### src/rtl/fix_rx_pkg.sv
// fix_rx_pkg: shared types, ASCII constants and helpers for the FIX receive framer
package fix_rx_pkg;
  localparam int FIX_NUM_CH = 4;
  localparam int FIX_TAG_DIGITS = 9;
  localparam int FIX_VAL_BYTES = 16;
  localparam int FIX_TAG_W = 32;
  localparam int CH_W = $clog2(FIX_NUM_CH);
  localparam int VAL_W = 8 * FIX_VAL_BYTES;
  localparam int LEN_W = $clog2(FIX_VAL_BYTES) + 1;
  localparam int ND_W = 4;
  localparam logic [7:0] SOH = 8'h01;
  localparam logic [7:0] EQ = 8'h3D;
  localparam logic [7:0] ZERO = 8'h30;
  localparam logic [7:0] NINE = 8'h39;
  localparam int CKSUM_TAG = 10;
  typedef enum logic [2:0] {S_IDLE, S_TAG, S_VALUE, S_CKSUM, S_ERR} state_e;
  typedef enum logic [1:0] {E_NONE, E_ABORT, E_BAD_FMT, E_STRAY} err_e;
  typedef struct packed {
    logic [CH_W-1:0] ch;
    logic tag_valid;
    logic [FIX_TAG_W-1:0] tag;
    logic val_valid;
    logic [VAL_W-1:0] val;
    logic [LEN_W-1:0] len;
    logic ovf;
    logic eom;
    logic ok;
    err_e err;
  } event_t;
  typedef struct packed {
    state_e st;
    logic [FIX_TAG_W-1:0] tag;
    logic [ND_W-1:0] nd;
    logic [VAL_W-1:0] val;
    logic [LEN_W-1:0] len;
    logic ovf;
    logic [7:0] sum;
    logic [7:0] commit;
    logic [7:0] exp;
    logic [9:0] ck;
  } ctx_t;
  function automatic logic is_digit(input logic [7:0] b);
    return b >= ZERO && b <= NINE;
  endfunction
  function automatic ctx_t append(input ctx_t c, input logic [7:0] b);
    ctx_t r;
    r = c;
    if (c.len < LEN_W'(FIX_VAL_BYTES)) begin
      r.val = {c.val[VAL_W-9:0], b};
      r.len = c.len + 1'b1;
    end else r.ovf = 1'b1;
    return r;
  endfunction
endpackage

### src/rtl/fix_rx_out_stage.sv
// fix_rx_out_stage: one-entry valid/ready register holding a framer event
module fix_rx_out_stage
  import fix_rx_pkg::*;
(
  input  logic   clk,
  input  logic   rst,
  input  logic   i_valid,
  input  event_t i_data,
  output logic   o_ready,
  output logic   o_valid,
  input  logic   i_ready,
  output event_t o_data
);
  logic r_valid;
  event_t r_data;
  assign o_ready = !r_valid || i_ready;
  assign o_valid = r_valid;
  assign o_data = r_data;
  // Load a new event (or go empty) whenever the slot is free or being drained
  always_ff @(posedge clk or negedge rst) begin
    if (!rst) begin
      r_valid <= 1'b0;
      r_data <= '0;
    end else if (o_ready) begin
      r_valid <= i_valid;
      r_data <= i_valid ? i_data : '0;
    end
  end
endmodule

### src/rtl/fix_rx_framer.sv
// fix_rx_framer: multi-channel FIX tag/value framer with checksum verdict
module fix_rx_framer
  import fix_rx_pkg::*;
#(
  parameter int NUM_CH = FIX_NUM_CH,
  parameter int TAG_DIGITS = FIX_TAG_DIGITS,
  parameter int VAL_BYTES = FIX_VAL_BYTES,
  parameter int TAG_W = FIX_TAG_W
) (
  input  logic                      clk,
  input  logic                      rst,
  input  logic                      valid_i,
  input  logic [7:0]                data_i,
  input  logic [$clog2(NUM_CH)-1:0] ch_i,
  input  logic                      sof_i,
  output logic                      in_ready_o,
  output logic                      out_valid_o,
  input  logic                      out_ready_i,
  output logic [$clog2(NUM_CH)-1:0] ch_o,
  output logic                      tag_valid_o,
  output logic [TAG_W-1:0]          tag_o,
  output logic                      val_valid_o,
  output logic [8*VAL_BYTES-1:0]    val_o,
  output logic [$clog2(VAL_BYTES):0] val_len_o,
  output logic                      val_ovf_o,
  output logic                      eom_o,
  output logic                      cksum_ok_o,
  output logic [1:0]                err_o
);
  ctx_t r_ctx [NUM_CH];
  ctx_t w_cur, w_base, w_nxt;
  event_t w_ev, w_out;
  logic w_evt, w_bad, w_dig, w_acc;
  logic [13:0] w_ck;
  assign w_acc = valid_i && in_ready_o;
  // Advance the addressed channel's context by one byte and form its event
  always_comb begin
    w_cur = r_ctx[ch_i];
    w_base = w_cur;
    if (sof_i) begin
      w_base = '0;
      w_base.st = S_TAG;
    end
    w_nxt = w_base;
    w_nxt.sum = w_base.sum + data_i;
    w_ev = '0;
    w_ev.ch = ch_i;
    w_evt = 1'b0;
    w_bad = 1'b0;
    w_dig = is_digit(data_i);
    w_ck = 14'(w_base.ck) * 14'd10 + 14'(data_i[3:0]);
    case (w_base.st)
      S_IDLE: begin
        w_nxt = w_base;
        w_evt = 1'b1;
        w_ev.err = E_STRAY;
      end
      S_TAG: begin
        if (w_dig && w_base.nd < ND_W'(TAG_DIGITS)) begin
          w_nxt.tag = w_base.tag * FIX_TAG_W'(10) + FIX_TAG_W'(data_i[3:0]);
          w_nxt.nd = w_base.nd + 1'b1;
        end else if (data_i == EQ && w_base.nd != '0) begin
          w_evt = 1'b1;
          w_ev.tag_valid = 1'b1;
          w_ev.tag = w_base.tag;
          w_nxt.nd = '0;
          w_nxt.val = '0;
          w_nxt.len = '0;
          w_nxt.ovf = 1'b0;
          w_nxt.ck = '0;
          w_nxt.exp = w_base.commit;
          w_nxt.st = w_base.tag == FIX_TAG_W'(CKSUM_TAG) ? S_CKSUM : S_VALUE;
        end else w_bad = 1'b1;
      end
      S_VALUE: begin
        if (data_i == SOH) begin
          w_evt = 1'b1;
          w_ev.val_valid = 1'b1;
          w_ev.val = w_base.val;
          w_ev.len = w_base.len;
          w_ev.ovf = w_base.ovf;
          w_nxt.commit = w_nxt.sum;
          w_nxt.st = S_TAG;
          w_nxt.tag = '0;
          w_nxt.nd = '0;
        end else w_nxt = append(w_nxt, data_i);
      end
      S_CKSUM: begin
        if (data_i == SOH) begin
          w_evt = 1'b1;
          w_ev.val_valid = 1'b1;
          w_ev.val = w_base.val;
          w_ev.len = w_base.len;
          w_ev.ovf = w_base.ovf;
          w_ev.eom = 1'b1;
          w_ev.ok = w_base.nd == ND_W'(3) && w_base.ck == {2'b00, w_base.exp};
          w_nxt.st = S_IDLE;
        end else if (w_dig) begin
          w_nxt.ck = w_ck > 14'd1023 ? 10'd1023 : w_ck[9:0];
          w_nxt.nd = w_base.nd + ND_W'(w_base.nd != '1);
          w_nxt = append(w_nxt, data_i);
        end else w_bad = 1'b1;
      end
      default: w_nxt = w_base;
    endcase
    if (w_bad) begin
      w_nxt = w_base;
      w_nxt.st = S_ERR;
      w_evt = 1'b1;
      w_ev.err = E_BAD_FMT;
    end
    if (sof_i && w_cur.st != S_IDLE && !w_bad) begin
      w_evt = 1'b1;
      w_ev.err = E_ABORT;
    end
  end
  // Per-channel context storage, written only for the accepted byte's channel
  always_ff @(posedge clk or negedge rst) begin
    if (!rst) for (int k = 0; k < NUM_CH; k++) r_ctx[k] <= '0;
    else if (w_acc) r_ctx[ch_i] <= w_nxt;
  end
  fix_rx_out_stage u_out (
    .clk     (clk),
    .rst     (rst),
    .i_valid (w_acc && w_evt),
    .i_data  (w_ev),
    .o_ready (in_ready_o),
    .o_valid (out_valid_o),
    .i_ready (out_ready_i),
    .o_data  (w_out)
  );
  assign ch_o = w_out.ch;
  assign tag_valid_o = w_out.tag_valid;
  assign tag_o = w_out.tag;
  assign val_valid_o = w_out.val_valid;
  assign val_o = w_out.val;
  assign val_len_o = w_out.len;
  assign val_ovf_o = w_out.ovf;
  assign eom_o = w_out.eom;
  assign cksum_ok_o = w_out.ok;
  assign err_o = w_out.err;
endmodule
### config.mk
export PLATFORM = sky130hd
export DESIGN_NAME = fix_rx_framer
export DESIGN_NICKNAME = d
export VERILOG_FILES = /design/src/rtl/fix_rx_pkg.sv /design/src/rtl/fix_rx_out_stage.sv /design/src/rtl/fix_rx_framer.sv
export SDC_FILE = /design/constraint.sdc
export NUM_CORES = 2
export LEC_CHECK = 0
export BUFFER_PORTS_ARGS = -buffer_cell sky130_fd_sc_hd__clkbuf_2
export CORE_MARGIN = 1
export CORE_UTILIZATION = 53
export DETAILED_ROUTE_END_ITERATION = 10
export PLACE_DENSITY = 0.7
export SETUP_SLACK_MARGIN = 0.2
export SLEW_MARGIN = 30
export SYNTH_ARGS = -nofsm -noshare
export SYNTH_HDL_FRONTEND = slang
export SYNTH_SLANG_ARGS = --single-unit
### constraint.sdc
create_clock -name clk -period 6.78 [get_ports clk]
set_clock_uncertainty 0.1 [all_clocks]
set_input_delay 1.356 -clock clk [delete_from_list [all_inputs] [get_ports clk]]
set_output_delay 1.356 -clock clk [all_outputs]
set_load 0.02 [all_outputs]
Word-level counts from Yosys, hierarchy flattened
Cells that the tools add are included.
{"block": "totals", "register_bits": 1003, "input_bits": 15, "wordCells": 143}
{"block": "classes", "addsub": 6, "n_mul": 2, "order_cmp": 7, "eq_ne": 9, "n_mux": 51, "bitwise": 1, "n_reduce_logical": 16}
{"cell": "$mux 207", "count": 5}
{"cell": "$bwmux 828", "count": 1}
{"cell": "$pmux 173 s3", "count": 1}
{"cell": "$bmux 207 s2", "count": 1}
{"cell": "$demux 207 s2", "count": 1}
{"cell": "$mux 172", "count": 2}
{"cell": "$pmux 135 s2", "count": 1}
{"cell": "$mux 174", "count": 1}
{"cell": "$mux 142", "count": 1}
{"cell": "$mux 138", "count": 1}
{"cell": "$mux 137", "count": 1}
{"cell": "$mux 135", "count": 1}
{"cell": "$mux 134", "count": 1}
{"cell": "$mux 133", "count": 1}
{"cell": "$mux 33", "count": 3}
{"cell": "$pmux 16 s3", "count": 1}
{"cell": "$mux 39", "count": 1}
{"cell": "$mux 18", "count": 2}
{"cell": "$pmux 18 s2", "count": 1}
{"cell": "$add 32x4->32", "count": 1}
{"cell": "$eq 32x4->1 const B", "count": 1}
{"cell": "$mul 32x3->31 const B", "count": 1}
{"cell": "$mux 32", "count": 1}
{"cell": "$add 14x4->14", "count": 1}
{"cell": "other kinds (35)", "count": 60}

Logic depth before layout (Yosys ltp)
{"block": "logic_depth", "ltp_word": 15, "ltp_mapped": 22}

Modules after synthesis
From an unflattened synthesis, not the netlist that was laid out.
{"block": "hier_totals", "cells_unflattened": 5105, "area_unflattened_um2": 49775.2}
{"mod": "fix_rx_framer", "n_inst": 1, "cells_each": 4329, "area_per_inst_um2": 42184.2, "seq_area_each_um2": 20719.9}
{"mod": "fix_rx_out_stage", "n_inst": 1, "cells_each": 776, "area_per_inst_um2": 7591.0, "seq_area_each_um2": 4379.2}

Least setup slack after synthesis
No wires, ideal clock.
{"block": "synth_path", "path_kind": "input port to flip-flop", "start": "input ch_i[0]", "end": "register r_ctx[198] (netlist name)", "setup_time_ns": 0.125, "t_arrival_ns": 6.267, "setup_slack_ns": 0.288, "stages": 20, "path_buffers": 4, "path_cell_list": "buf_4 > buf_4 > buf_4 > buf_2 > mux4_2 > nand2_1 > inv_1 > ha_1 > ha_1 > fa_1 > a21o_1 > a311o_1 > a21o_1 > a31o_2 > xor2_1 > nand4_4 > nor4b_2 > xnor2_1 > o21ai_2 > mux2_2"}
{"block": "synth_between", "elab_chain_len": 12, "word_cells_on_any_way": 27}
{"element": "from (decl)", "line": "fix_rx_framer.sv:14", "source": "input logic [$clog2(NUM_CH)-1:0] ch_i,"}
{"element": "$not 2->3 (not written as such) *", "line": "fix_rx_framer.sv:38, fix_rx_framer.sv:120"}
{"element": "branches (longest 10 deep; another with $mul 32x3->31)"}
{"element": "$bwmux 828 *", "line": "fix_rx_framer.sv:120", "source": "else if (w_acc) r_ctx[ch_i] <= w_nxt;"}
{"element": "to (signal, indexed assignment)", "line": "fix_rx_framer.sv:120"}
{"element": "to (decl)", "line": "fix_rx_framer.sv:30", "source": "ctx_t r_ctx [NUM_CH];"}
Mark *: on every way between the ends. The select of a mux whose other input is x is not followed.
A chain may end at the register's enable or synchronous reset.

Worst setup path in the final report
{"block": "layout_path", "start": "input ch_i[0]", "end": "register r_ctx[615] (netlist name)"}
Same word-level chain as after synthesis.

==> reports/results.env <==
NUMBER_OF_ANTENNA_VIOLATIONS_AT_THE_FIRST_CHECK_IN_GLOBAL_ROUTING=0
FINAL_MIN_PERIOD_OVER_CLOCK_PERIOD_PCT=84.23
DRT_FIRST_ITER_VIOLATIONS=2923
MAX-CLOCK-PATH-BUFFERS=3
ROUTE.VIAS.TOTAL=35754
FINAL_MAX_SLEW_VIOL_COUNT=0
POST-DP-HPWL_MM=78.56
WORST_HOLD_PATH_CLASS='flip-flop to flip-flop'
NETLIST-CELL-TYPE-COUNT=90
TIMING.SETUP.CRITICAL_PATH_CLASS='input pin to flip-flop'
CTS_HOLD_BUF=0
GRT_SETUP_UNREPAIRED='false'
P_LEAK_nW=23.63
AREA.GROWTH.SYNTH_TO_FINAL_PCT=11.71
WIRE_LENGTH_OF_THE_FIRST_GLOBAL_ROUTING_PASS_MM=202.9
SYNTH-WARNING-COUNT=0
POWER.DENSITY_mW_PER_MM2=243.4
PLACEMENT_ROWS=109
POST_SYNTH_MAIN_AREA_CONTRIBUTORS='dfrtp_1 53%, nand2_1 10%, mux4_2 9.8%'
VIAS_PER_CELL=6.013
IR_DROP_V=0.0002237
LAYOUT_SETUP_WS_PS=1069
GRT_MAX_DEGREE=175
SYNTH-SEQ-CELLS=1003
MAX_STAGE_DELAY_PS=550
CTS-BUFFERS-INSERTED=104
DIE_Y_UM=301.8
YOSYS.AREA.TOP_TYPE='dfrtp_1'
SYN-CELL-AREA_MM2=0.04763
WORSTSKEWPAIRLATENCY_PS=700
GP_CONGESTION=0.9624
NUMCLOCKSINKS=1003
SYNTH_EDF_COUNT=0
CPMAXSTAGEDELAYCELL='or4_4'
DETAIL_ROUTE.DRC_VIOLATIONS=11
CLOCK_TRANSITION_AT_THE_REGISTERS_OF_THE_REPORTED_PATHS_PS=60
MOST_NUMEROUS_CELL_IN_THE_YOSYS_NETLIST='nand2_1'
HOLD_VIOLATIONS=0
POST_ROUTE_CELLS_DRIVE_ABOVE_1_SHARE_PCT=15.21
CRITPATHLAUNCHTYPE='input pin'
WORST_PIN_SLEW_PS=1023
FP.COREAREA_MM2=0.08865
GATE_FAMILY_RESPONSIBLE_FOR_THE_MOST_DELAY_ALONG_THE_WORST_PATH='simple AND/OR/NAND/NOR gates'
TIMING.SETUP.TNS_PS=0
DRTANTENNAVIOLNETS=0
DETAILEDROUTE.FIRSTPASSITERATIONCOUNT=8
DOMINANTREGCELLSYNTH='dfrtp_1'
SYNTH_ASYNC_SR_FLOP_SHARE_PCT=100.0
PLACE_AREA_MM2=0.04956
NUM-NETS-FINAL=4803
CTS_RESIZED=0
ROOT_BUFFER='clkbuf_16'
POWER.TOTAL_mW=12.95
HIGHEST_NET_FANOUT_ALONG_THE_WORST_PATH=31
HTREE_NUM_LEVELS=3
FINAL.FILL_COUNT=7377
CRITICAL_PATH_ARRIVAL_PS=6180
GRT_PASS1_VIAS=36038
SYNTHESIS.AREA_PER_INSTANCE_UM2=10.22
INITIAL_CORE_UTIL_PCT=53.73
FINAL_PERIOD_MINUS_WORST_SETUP_SLACK_PS=5711
AREA_OF_ALL_PLACED_CELLS_WITHOUT_FILLERS_MM2=0.05321
CTS_TREE='built'
TIMING.MAX_CAP.VIOLATIONS=0
CTS.REPAIR_TIMING.SETUP_BUFFER_COUNT=0
BUFFER_PORTS.INSERTED=190
PLACE_WORST_SETUP_SLACK_PS=367.2
CP_NUM_BUF_INV=3
MAX_CLK_RATE_MHz=175.1
ANTENNADIODECOUNT=0
AREA_SHARE_OF_THE_LARGEST_CELL_TYPE_AFTER_SYNTHESIS_PCT=52.69
CP-END-KIND='flip-flop'
SYNTH_NETS=4771
FAILING_CHECKS='design-rule violations'
GRTUSAGETOTAL_PCT=28.26
DETAIL_ROUTE.WL_PER_CELL_UM=21.21
GRT-OVFL-TOTAL=0
FLOORPLAN.DIE_AREA_MM2=0.09108
CRIT_PATH_CELL_TRACE='buf_8 -> buf_4 -> mux4_2 -> nand2_1 -> inv_1 -> ha_1 -> ha_1 -> and4_1 -> nor3b_1 -> nand3_1 -> and4_1 -> or4_4 -> nand4bb_4 -> nor4_2 -> xnor2_1 -> o21ai_2 -> mux2_2'
RESULT_OF_THE_RUN='complete, but fails checks'
SYNTH-SEQ-AREA-SHARE_PCT=52.69
IOS=191
DIE_WIDTH_UM=301.8
WORSTPATHREQUIRED_PS=7250
FINALSETUPVIOLCOUNT=0
SYNTHCELLS=4662
SYNTHTOPCELLSBYCOUNT='1298 x nand2_1, 1003 x dfrtp_1, 611 x o21ai_0, 280 x o21ai_1, 266 x clkbuf_1'
SLEW_HEADROOM_PCT=31.78
DETAIL_ROUTE.WIRELENGTH_MM=126.1
-- path summary, 6_finish.rpt --
| path | startpoint | endpoint | slack [ps] | cells past startpoint |
|---|---|---|---|---|
| min | r_ctx[222] | r_ctx[222] | 370 | 2 |
| min in group asynchronous | rst | r_ctx[247] | 490 | 1 |
| max | ch_i[0] | r_ctx[615] | 1070 | 17 |
| min reg2reg | r_ctx[222] | r_ctx[222] | 370 | 2 |
| max in group asynchronous | rst | r_ctx[121] | 4500 | 3 |
| max reg2reg | r_ctx[382] | r_ctx[818] | 1800 | 15 |
-- layer usage --
layer  track usage, %  routed length, um
met5                0                  0
met4            9.584               4083
met3            4.302               7594
met2            44.59              59060
met1            40.32              55380
-- cell usage in the layout, fill, tap and decap left out, types with 12 or more instances in the layout --
master and count:
and3_1 16, clkbuf_1 20, a31oi_1 26, o21ai_1 280, and2_1 41, clkbuf_2 187
xnor2_1 53, o21ai_0 611, a21oi_1 71, dfrtp_1 1003, a22oi_1 19, o21a_1 15
nor2_1 100, clkbuf_16 104, mux4_2 207, ha_1 89, buf_4 51, nand4_1 14
clkbuf_8 22, nand2_1 1295, a211oi_1 13, inv_1 42, clkinv_2 21, a22o_1 17
a21o_1 14, nand3_1 18, nor3_1 23, bufinv_16 12, mux2_2 38, xor2_1 20
mux2i_1 21, buf_12 18, o22a_1 120
-- sequential cells by signal, summed over array words and instances, names as in the netlist --
register	count
r_ctx	828
u_out.o_data	174
u_out.o_valid	1
-- worst register-to-register path, cell delays in order, from the launching register on --
cell,delay [ps]
dfrtp_1,390
mux4_2,460
and2_1,260
ha_1,310
ha_1,220
fa_1,490
a21o_1,210
a221oi_2,440
xnor2_1,260
nand4_1,270
nor2_1,340
nand4b_1,240
nor3_1,280
xnor2_1,150
o21ai_1,120
mux2_2,320
-- where the power goes --
group / switching, mW / internal, mW
Combinational: 0.638 / 0.215
Clock: 2.47 / 3.53
Sequential: 0.0386 / 6.06
Total: 3.15 / 9.81
-- layout make-up --
type,instances,area (um2),area share [%]
multi-input combinational,3281,21100,39.64
clock inverter,47,645.6,1.213
clock buffer,146,2980,5.601
sequential,1003,25100,47.17
inverter,43,166.4,0.3127
tap,1165,1458,2.739
timing repair buffer,261,1767,3.320
-- logic make-up (layout without fill, tap and decap cells) --
family,Yosys count,count (layout),synth area share [%]
AOI/OAI and AO/OA,1267,1267,15.48
xor gates and xnor gates,73,73,1.342
adders and majority gates,94,94,2.548
buffers and inverters,378,497,3.191
DFF,1003,1003,52.69
muxes,266,266,11.13
and+or+nand+nor,1581,1581,13.62
-- per-stage QoR --
step / std cells / hold slack (ps) / utilization [%]
after floorplan: 4662 / 340.4 / -
after detailed placement: 5752 / 357.7 / 55.90
after global placement: 5751 / 352.9 / 55.89
final: 5946 / 370.6 / 60.03
after CTS: 5945 / 372.8 / 59.99
after global routing: 5946 / 389.1 / 60.03
(Power assumes the default switching activity.)
